**config.mk**
```make
export PLATFORM = sky130hd
export DESIGN_NAME = ama_riscv_mem_arbiter
export DESIGN_NICKNAME = d
export VERILOG_FILES = /design/src/rtl/ama_riscv_mem_arbiter.sv
export SDC_FILE = /design/constraint.sdc
export NUM_CORES = 1
export LEC_CHECK = 0
export BUFFER_PORTS_ARGS = -buffer_cell sky130_fd_sc_hd__buf_4
export CAP_MARGIN = 40
export CORE_AREA = 2 2 107 109
export DETAILED_ROUTE_END_ITERATION = 8
export DIE_AREA = 0 0 109 111
export PLACE_DENSITY = 0.56
export SLEW_MARGIN = 5
export SYNTH_ARGS = -nofsm -noshare
export SYNTH_HDL_FRONTEND = slang
export SYNTH_SLANG_ARGS = --single-unit
```
**constraint.sdc**
```tcl
create_clock -name clk -period 3.9 [get_ports clk]
set_clock_uncertainty 0.15 [all_clocks]
set_input_delay 0.39 -clock clk [delete_from_list [all_inputs] [get_ports clk]]
set_output_delay 0.39 -clock clk [all_outputs]
set_load 0.02 [all_outputs]
```
**src/rtl/ama_riscv_mem_arbiter.sv**
```systemverilog
// Arbiter sharing one single-port synchronous memory between instruction fetch and load/store.
// LS wins by default; IF is forced through after STARVE_MAX consecutive denials.
module ama_riscv_mem_arbiter #(
  parameter int unsigned AW         = 32,
  parameter int unsigned DW         = 32,
  parameter int unsigned LAT        = 1,
  parameter int unsigned STARVE_MAX = 4
) (
  input  logic            clk,
  input  logic            rst,
  // fetch side
  input  logic            if_req_valid,
  input  logic [AW-1:0]   if_req_addr,
  output logic            if_req_ready,
  input  logic            if_flush,
  output logic            if_rsp_valid,
  output logic [DW-1:0]   if_rsp_data,
  // load/store side
  input  logic            ls_req_valid,
  input  logic            ls_req_we,
  input  logic [DW/8-1:0] ls_req_wstrb,
  input  logic [AW-1:0]   ls_req_addr,
  input  logic [DW-1:0]   ls_req_wdata,
  output logic            ls_req_ready,
  output logic            ls_rsp_valid,
  output logic [DW-1:0]   ls_rsp_data,
  // memory side
  output logic            mem_en,
  output logic [DW/8-1:0] mem_we,
  output logic [AW-1:0]   mem_addr,
  output logic [DW-1:0]   mem_wdata,
  input  logic [DW-1:0]   mem_rdata
);

  typedef struct packed {
    logic valid;
    logic owner_ls;
  } tag_t;

  logic             grant_if, grant_ls;
  logic [3:0]       starve_q, starve_d;
  tag_t             push_tag, out_tag;
  tag_t [LAT-1:0]   pipe_q, pipe_d;

  // Grants are forced low while reset is held so no request is accepted.
  always_comb begin
    grant_if = 1'b0;
    grant_ls = 1'b0;
    if (rst) begin
      if (starve_q == 4'(STARVE_MAX) && if_req_valid) grant_if = 1'b1;
      else if (ls_req_valid)                          grant_ls = 1'b1;
      else if (if_req_valid)                          grant_if = 1'b1;
    end
  end

  assign if_req_ready = grant_if;
  assign ls_req_ready = grant_ls;

  assign mem_en    = grant_if | grant_ls;
  assign mem_addr  = grant_ls ? ls_req_addr : if_req_addr;
  assign mem_wdata = grant_ls ? ls_req_wdata : '0;
  assign mem_we    = (grant_ls && ls_req_we) ? ls_req_wstrb : '0;

  always_comb begin
    starve_d = starve_q;
    if (!if_req_valid || grant_if) begin
      starve_d = 4'd0;
    end else if (starve_q < 4'(STARVE_MAX)) begin
      starve_d = starve_q + 4'd1;
    end
  end

  assign push_tag.valid    = grant_if | (grant_ls & ~ls_req_we);
  assign push_tag.owner_ls = grant_ls;

  // A fetch pushed in the flush cycle is the redirected one and must survive.
  always_comb begin
    pipe_d    = pipe_q;
    pipe_d[0] = push_tag;
    for (int i = 1; i < LAT; i++) begin
      pipe_d[i] = pipe_q[i-1];
      if (if_flush && !pipe_q[i-1].owner_ls) pipe_d[i].valid = 1'b0;
    end
  end

  always_ff @(posedge clk or negedge rst) begin
    if (!rst) begin
      starve_q <= 4'd0;
      pipe_q   <= '0;
    end else begin
      starve_q <= starve_d;
      pipe_q   <= pipe_d;
    end
  end

  assign out_tag      = pipe_q[LAT-1];
  assign if_rsp_valid = out_tag.valid & ~out_tag.owner_ls & ~if_flush;
  assign ls_rsp_valid = out_tag.valid & out_tag.owner_ls;
  assign if_rsp_data  = mem_rdata;
  assign ls_rsp_data  = mem_rdata;

endmodule

```
==> results of run 1 <==
[cells in the final DEF, fill, tap and decap left out]
cell type,n
sky130_fd_sc_hd__nand3b_4,1
sky130_fd_sc_hd__a21boi_0,1
sky130_fd_sc_hd__mux2i_1,1
sky130_fd_sc_hd__nor2b_1,1
sky130_fd_sc_hd__mux2_4,32
sky130_fd_sc_hd__inv_2,1
sky130_fd_sc_hd__nor2_1,1
sky130_fd_sc_hd__nand2_1,2
sky130_fd_sc_hd__dlygate4sd3_1,1
sky130_fd_sc_hd__xnor2_1,1
sky130_fd_sc_hd__buf_4,178
sky130_fd_sc_hd__nor3b_1,1
sky130_fd_sc_hd__clkbuf_16,3
sky130_fd_sc_hd__a31oi_1,1
sky130_fd_sc_hd__nor3_1,3
sky130_fd_sc_hd__buf_16,1
sky130_fd_sc_hd__o211a_4,1
sky130_fd_sc_hd__a21oi_1,3
sky130_fd_sc_hd__o21a_1,1
sky130_fd_sc_hd__dfrtp_1,6
sky130_fd_sc_hd__and3_1,4
sky130_fd_sc_hd__and2_1,33
sky130_fd_sc_hd__inv_1,4
sky130_fd_sc_hd__ha_1,2
sky130_fd_sc_hd__o21ai_0,1
[cell families (layout without fill, tap and decap cells)]
kind of cell,Yosys count,after routing
xor+xnor,1,1
flops,6,6
fa+ha+maj,2,2
simple gates,46,46
mux,33,33
buf+inv,77,188
compound gates,8,8
[cell type report]
type	instances	area (um2)	area share
clock buffers	3	75.1	0.0281
inverters	5	18.8	0.00703
multi-input cells	90	875	0.327
flip-flops and latches	6	150	0.0562
well taps	143	179	0.0670
repair buffers	180	1370	0.514
[worst max-delay path, cell delays in order]
cell and delay (ns):
sky130_fd_sc_hd__dlygate4sd3_1 0.53, sky130_fd_sc_hd__buf_4 0.19, sky130_fd_sc_hd__o211a_4 0.20, sky130_fd_sc_hd__buf_16 0.25
sky130_fd_sc_hd__mux2_4 0.33, sky130_fd_sc_hd__buf_4 0.16
[per-stage QoR]
step	hold slack [ns]	cells	cell area, um2	util
after CTS	0.279	427	2670	0.241
after global placement	0.0715	422	2560	0.231
final	0.286	427	2670	0.241
after floorplan	-0.0556	173	1590	-
after global routing	0.287	427	2670	0.241
after detailed placement	0.0770	423	2590	0.233
[synthesized netlist by cell type, drive strengths merged]
library cell,instances,share of area
and2,33,0.13
xnor2,1,0.0055
dfrtp,6,0.094
mux2,32,0.30
o211a,1,0.0063
a21boi,1,0.0047
buf,70,0.34
clkbuf,2,0.0047
mux2i,1,0.0063
a21oi,3,0.0094
o21a,1,0.0047
nor3b,1,0.0047
o21ai,1,0.0031
nor2,1,0.0024
inv,5,0.012
ha,2,0.016
nand2,2,0.0047
nand3b,1,0.013
nor3,3,0.0094
a31oi,1,0.0039
nor2b,1,0.0039
and3,4,0.016
[report_power, final]
part           switching (W)   total, W  internal, W
Clock              0.0000320   0.000163     0.000131
Combinational       0.000125   0.000300     0.000176
Sequential        0.00000300  0.0000691    0.0000661
[metal layers]
metal,track usage,share of wire
met4,0.0291,0.027
met5,0,0
met2,0.130,0.48
met3,0.0223,0.15
met1,0.0792,0.35
[sequential cells by signal, summed over array words and instances, names as in the netlist]
signal,flops
out_tag,2
starve_q,4
[worst max-delay path by stage]
stage / startpoint / end / slack, ns / cells after the start
2_1_floorplan: starve_q[0] / mem_wdata[22] / 1.74 / 7
3_3_place_gp: starve_q[0] / mem_addr[24] / 1.32 / 6
3_5_place_dp: starve_q[0] / mem_addr[15] / 1.60 / 7
4_1_cts: rst / mem_addr[9] / 1.22 / 6
5_1_grt: rst / mem_addr[14] / 1.13 / 6
6_report: rst / mem_addr[30] / 1.20 / 6
==> results.txt, run 1 <==
----------------------------------------------------
[Run status]
  Run status ... finished clean

[Routing]
  Total wire length ... 4940 um
  Number of vias in the routed layout ... 1,528
  Average wire length per cell after detail routing ... 11.6 um
  DRC viols ... 0
  DRC violation total after the first TritonRoute iteration ... 22
  Antenna viol nets, final ... 0
  Detailed-route vias per instance ... 3.58
  Number of iterations in the first detailed-routing pass ... 4

[Synth]
  Post-Syn Area per Cell ... 9.20 um2
  Xor/xnor share of the synthesized area ... 0.00550
  Number of flip-flops and latches in the synthesized netlist ... 6
  Total number of yosys warnings ... 0
  Number of distinct library cells after synthesis ... 24
  Count of mapped cells out of synthesis ... 173
  Syn Std Cell Area ... 0.00159 mm2
  Proportion of synthesized chip area in sequential cells ... 0.0943
  Portion of netlist area occupied by mux cells ... 0.308
  Combinational family with the most area after synthesis ... buffers and inverters
  Basic-gate share of the synthesized area counting and, or, nand and nor cells ... 0.183
  Synthesized-area fraction occupied by ao, oa, aoi and oai cells ... 0.0322
  Adder and majority cell fraction of the synthesized area ... 0.0157
  Post-synth net total ... 313

[Clock tree]
  H-tree level count ... 1
  CTS tree ... built
  Quantity of gates resized following cts ... 0
  Worst-skew pair later-pin latency ... 0.23 ns
  Post-CTS clock slew at the launch and capture registers of the worst setup and hold paths ... 0.03 ns
  Clock sinks ... 6
  Clock root buffer ... sky130_fd_sc_hd__clkbuf_16
  Quantity of hold-fixing buffers added after cts ... 1
  Longest Clk Path Bufs ... 2
  Num CTS Buffers ... 3
  Post-CTS setup-driven buffer insertion count ... 0

[Worst hold path]
  Depth of the worst hold-timing path ... 2
  Worst hold endpoint ... out_tag[1]
  Hold Crit Class ... primary input to flop
  Min-delay src ... ls_req_we

[Setup path]
  Kind of end point of the critical path ... output pin
  Crit Reg-Reg Endpoint ... out_tag[0]
  Arrival time of the worst setup path ... 2.16 ns
  Startpoint Class ... primary input
  Startpoint of the worst register-to-register path ... starve_q[0]
  Data required time of the worst path ... 3.36 ns
  CP Max Fanout ... 70
  Reg2Reg Depth ... 5
  Start-to-end type of the worst setup path ... primary input to output pin
  Setup slack of the most critical reg-to-reg path ... 2.38 ns

[Timing]
  Number of pins exceeding their max-slew limit in the final report ... 0
  Highest clock frequency the design can meet ... 0.371 GHz
  Min Tclk post-route ... 2.70 ns
  Worst Setup Slack, final ... 1.20 ns
  Final setup violating endpoints ... 0
  Worst Tran Pin Value ... 0.374 ns
  Final number of hold-violating endpoints ... 0
  Period utilization ... 0.691
  Unrepaired setup endpoints after global routing ... no
  Relative slew margins ... 0.751
  Final sum of negative setup slack ... 0 ns

[Global routing]
  Global-route congestion overflow total ... 0
  First-pass GRT wire length ... 7210 um
  Vias in the first global route ... 1,603
  Maximum number of pins on one net before global-route repair ... 71
  Tot GR Track Use ... 0.0731
  Number of antenna violations at the first check in global routing ... 0

[Floorplanning]
  Die width ... 109 um
  Floorplan die height ... 111 um
  Area of the die ... 0.0121 mm2
  Std-Cell Core Area ... 0.0111 mm2
  I/O pin count ... 275
  Standard-cell row count ... 39
  Starting utilization of the core area ... 0.144

[Power and ir drop]
  P per Cell Area ... 199 mW/mm2
  Static power due to leakage ... 1.45 nW
  Worst VDD drop ... 0.117 mV
  Total power consumption of the routed design ... 0.000533 W

[Finish]
  Share of post-route cells with drive strength above 1 ... 0.764
  Count of antenna diodes in the layout ... 0
  Number of nets in the layout ... 426
  Area added between synthesis and finish ... 67.8%
  # fillers ... 1,201

[Placement]
  HPWL after DPL ... 4220 um
  Number of I/O port buffers ... 178
  RD Place Congestion ... 0.724
  Pre-CTS setup slack ... 1.60 ns

[Flow run]
  Max-Cap Viols ... 0

----------------------------------------------------
Power figures use the tool's default switching activity.
==> run 2, diff against run 1 <==
ABC_AREA = 1   (was unset)
CORE_AREA = 2 2 106 108   (was 2 2 107 109)
DIE_AREA = 0 0 108 110   (was 0 0 109 111)
PLACE_DENSITY = 0.57   (was 0.56)
clock period = 2.6 ns   (was 3.9 ns; I/O delays follow)
==> run 2 against run 1 <==
Setup slack worse by 0.89 ns. Global-route usage about the same. Cell count up 24%. Combinational power up 50%. Worst hold slack worse by 0.22 ns. Critical path depth up 4. Core utilization up 0.47 points. Routed wire length up 1.5%. Non-clock buffer count up 1. Register-to-register slack worse by 1.4 ns. Sequential power up 52%. Critical endpoint is now mem_addr[22].
==> results.txt, run 2 <==
----------------------------------------------------
[Routing]
  Total wire length ... 5020 um (was 4940 um)
  Number of iterations in the first detailed-routing pass ... 4 (unchanged)
  Detailed-route vias per instance ... 3.55 (was 3.58)
  DRC violation total after the first TritonRoute iteration ... 47 (was 22)
  DRC viols ... 0 (unchanged)
  Antenna viol nets, final ... 0 (unchanged)
  Average wire length per cell after detail routing ... 9.45 um (was 11.6 um)
  Number of vias in the routed layout ... 1,886 (was 1,528)

[Floorplanning]
  I/O pin count ... 275 (unchanged)
  Std-Cell Core Area ... 0.0107 mm2 (was 0.0111 mm2)
  Starting utilization of the core area ... 0.152 (was 0.144)
  Area of the die ... 0.0119 mm2 (was 0.0121 mm2)
  Die width ... 108 um (was 109 um)
  Standard-cell row count ... 38 (was 39)
  Floorplan die height ... 110 um (was 111 um)

[Clock tree]
  Num CTS Buffers ... 3 (unchanged)
  Quantity of gates resized following cts ... 0 (unchanged)
  Clock root buffer ... sky130_fd_sc_hd__clkbuf_8 (was sky130_fd_sc_hd__clkbuf_16)
  Clock sinks ... 6 (unchanged)
  H-tree level count ... 1 (unchanged)
  Post-CTS clock slew at the launch and capture registers of the worst setup and hold paths ... 0.04 ns (was 0.03 ns)
  CTS tree ... built (unchanged)
  Worst-skew pair later-pin latency ... 0.23 ns (about the same)
  Longest Clk Path Bufs ... 2 (unchanged)

[Synth]
  FFs w/ async S/R, synth ... 1.00 (unchanged)
  Post-synth net total ... 422 (was 313)
  Basic-gate share of the synthesized area counting and, or, nand and nor cells ... 0.223 (was 0.183)
  Xor/xnor share of the synthesized area ... 0.00537 (was 0.00550)
  Biggest area consumer among synthesized cells ... sky130_fd_sc_hd__buf_4 (unchanged)
  Combinational family with the most area after synthesis ... buffers and inverters (unchanged)
  Number of flip-flops and latches in the synthesized netlist ... 6 (unchanged)
  Syn Std Cell Area ... 0.00163 mm2 (was 0.00159 mm2)
  Post-Syn Area per Cell ... 5.78 um2 (was 9.20 um2)
  Most used flip-flop cell after synthesis ... sky130_fd_sc_hd__dfrtp_1 (unchanged)
  Adder and majority cell fraction of the synthesized area ... 0.0153 (was 0.0157)
  Number of distinct library cells after synthesis ... 20 (was 24)
  Cell types with the largest area share after synthesis ... sky130_fd_sc_hd__buf_4 29%, sky130_fd_sc_hd__inv_1 18%, sky130_fd_sc_hd__dfrtp_1 9.2% (was sky130_fd_sc_hd__buf_4 30%, sky130_fd_sc_hd__mux2_4 30%, sky130_fd_sc_hd__and2_1 13%)
  Total number of yosys warnings ... 0 (unchanged)
  Portion of netlist area occupied by mux cells ... 0 (was 0.308)
  Most numerous cell in the Yosys netlist ... sky130_fd_sc_hd__inv_1 (was sky130_fd_sc_hd__buf_4)
  Count of mapped cells out of synthesis ... 282 (was 173)
  Number of enable flip-flop cells after synthesis ... 0 (unchanged)
  Synthesized-area fraction occupied by ao, oa, aoi and oai cells ... 0.114 (was 0.0322)
  Proportion of netlist area held by the largest area contributor ... 0.295 (was 0.302)
  Cell types with the highest counts after synthesis ... 78 x sky130_fd_sc_hd__inv_1, 64 x sky130_fd_sc_hd__buf_4, 39 x sky130_fd_sc_hd__nand2_1, 39 x sky130_fd_sc_hd__nor2_1, 20 x sky130_fd_sc_hd__o21ai_0 (was 64 x sky130_fd_sc_hd__buf_4, 33 x sky130_fd_sc_hd__and2_1, 32 x sky130_fd_sc_hd__mux2_4, 6 x sky130_fd_sc_hd__buf_6, 6 x sky130_fd_sc_hd__dfrtp_1)
  Proportion of synthesized chip area in sequential cells ... 0.0921 (was 0.0943)

[Placement]
  RD Place Congestion ... 0.677 (was 0.724)
  HPWL after DPL ... 4330 um (was 4220 um)
  Number of cells in the design after placement ... 527 (was 423)
  Number of I/O port buffers ... 178 (unchanged)

[Timing]
  Final sum of negative setup slack ... 0 ns (unchanged)
  Worst Tran Pin Value ... 0.239 ns (was 0.374 ns)
  Unrepaired setup endpoints after global routing ... no (unchanged)
  Min Tclk post-route ... 2.28 ns
  Highest clock frequency the design can meet ... 0.438 GHz
  Final number of hold-violating endpoints ... 0 (unchanged)
  Final setup violating endpoints ... 0 (unchanged)
  Period utilization ... 0.878
  Relative slew margins ... 0.840 (was 0.751)
  Number of pins exceeding their max-slew limit in the final report ... 0 (unchanged)

[Finish]
  Most used cells in the layout excluding fill and tap cells ... 178 x sky130_fd_sc_hd__buf_4, 78 x sky130_fd_sc_hd__inv_1, 39 x sky130_fd_sc_hd__nor2_1, 39 x sky130_fd_sc_hd__nand2_1, 20 x sky130_fd_sc_hd__o21ai_0 (was 178 x sky130_fd_sc_hd__buf_4, 33 x sky130_fd_sc_hd__and2_1, 32 x sky130_fd_sc_hd__mux2_4, 6 x sky130_fd_sc_hd__dfrtp_1)
  Final cell count without fillers ... 531 (was 427)
  Share of post-route cells with drive strength above 1 ... 0.491 (was 0.764)
  Count of antenna diodes in the layout ... 0 (unchanged)
  Final Util ... 0.246 (was 0.241)
  Largest register FFs ... 4 (unchanged)
  Area added between synthesis and finish ... 61.3% (was 67.8%)
  Register with the highest flop count ... starve_q (unchanged)
  Number of nets in the layout ... 533 (was 426)
  Commonest non-fill, non-tap cell in the layout ... sky130_fd_sc_hd__buf_4 (unchanged)

[Power and ir drop]
  Worst VDD drop ... 0.101 mV (was 0.117 mV)
  Static power due to leakage ... 1.71 nW (was 1.45 nW)
  P per Cell Area ... 266 mW/mm2 (was 199 mW/mm2)

[Global routing]
  Maximum number of pins on one net before global-route repair ... 48 (was 71)
  Number of antenna violations at the first check in global routing ... 0 (unchanged)
  Tot GR Track Use ... 0.0732 (was 0.0731)
  Global-route congestion overflow total ... 0 (unchanged)
  Vias in the first global route ... 1,673 (was 1,603)
  First-pass GRT wire length ... 6980 um (was 7210 um)

[Flow run]
  Max-Cap Viols ... 0 (unchanged)

[Setup path]
  Start-to-end type of the worst setup path ... flop to output pin (was primary input to output pin)
  Kind of end point of the critical path ... output pin (unchanged)
  Data required time of the worst path ... 2.19 ns (was 3.36 ns)
  Arrival time of the worst setup path ... 1.87 ns (was 2.16 ns)
  CP Max Fanout ... 47 (was 70)
  Startpoint Class ... flop (was primary input)

[Worst hold path]
  Hold Crit Class ... primary input to flop (unchanged)

[Run status]
  Run status ... finished clean (unchanged)

----------------------------------------------------
-- run 2: kinds of logic (layout without fill, tap and decap cells) --
kind of cell,count (synthesis),after routing
buf+inv,153,262
simple gates,85,85
compound gates,35,35
flops,6,6
fa+ha+maj,2,2
xor+xnor,1,1
-- run 2: layout make-up --
| class | count | area, um2 |
|---|---|---|
| repair buffers | 181 | 1390 |
| fillers | 1172 | 8070 |
| well taps | 140 | 175 |
| inverters | 78 | 293 |
| clock buffers | 3 | 41.3 |
| flip-flops and latches | 6 | 150 |
| multi-input cells | 123 | 584 |
-- run 2: worst max-delay path, stage by stage (launching register included) --
cell	delay, ns
sky130_fd_sc_hd__dfrtp_1	0.37
sky130_fd_sc_hd__inv_1	0.09
sky130_fd_sc_hd__ha_1	0.14
sky130_fd_sc_hd__inv_1	0.03
sky130_fd_sc_hd__nor2_1	0.11
sky130_fd_sc_hd__nand2_2	0.09
sky130_fd_sc_hd__nand3_4	0.18
sky130_fd_sc_hd__buf_12	0.24
sky130_fd_sc_hd__nand2_1	0.07
sky130_fd_sc_hd__o21ai_1	0.12
sky130_fd_sc_hd__buf_4	0.18
-- run 2: worst paths after layout --
path | from | to | slack, ns | cells after the start
worst max-delay path | starve_q[0] | mem_addr[22] | 0.32 | 10
worst min register to register | starve_q[3] | starve_q[3] | 0.39 | 2
min in group asynchronous | rst | starve_q[3] | 0.25 | 2
worst max register to register | starve_q[0] | out_tag[0] | 0.97 | 8
worst min-delay path | ls_req_we | out_tag[1] | 0.06 | 2
max in group asynchronous | rst | starve_q[2] | 1.92 | 2
-- run 2: power breakdown --
| part | switching, W | total, W | internal (W) |
|---|---|---|---|
| Clock | 0.0000462 | 0.000146 | 0.0000999 |
| Sequential | 0.00000373 | 0.000105 | 0.000101 |
| Combinational | 0.000220 | 0.000449 | 0.000229 |
| Total | 0.000270 | 0.000700 | 0.000430 |
-- run 2: per-layer routing --
metal | up-vias | global-route usage | routed length, um
met5 | - | 0 | 0
met4 | 0 | 0.0467 | 196
met3 | 28 | 0.0129 | 581
met2 | 130 | 0.159 | 2740
met1 | 771 | 0.0579 | 1500
li1 | 957 | - | -
-- run 2: repair_timing --
action                                 CTS  global route
buffers inserted                         0             0
endpoints found under the hold margin    6             0
setup endpoints to repair                0             0
hold buffers                             1             0
-- run 2: stage by stage --
stage | setup WS (ns) | total power (W) | hold slack [ns] | area (um2)
2_1_floorplan | 0.723 | 0.000465 | -0.186 | 1630
3_3_place_gp | 0.548 | 0.000554 | -0.0651 | 2580
3_5_place_dp | 0.520 | 0.000559 | -0.0621 | 2580
4_1_cts | 0.279 | 0.000707 | 0.0615 | 2630
5_1_grt | 0.159 | 0.000748 | 0.0618 | 2630
6_report | 0.318 | 0.000700 | 0.0630 | 2630
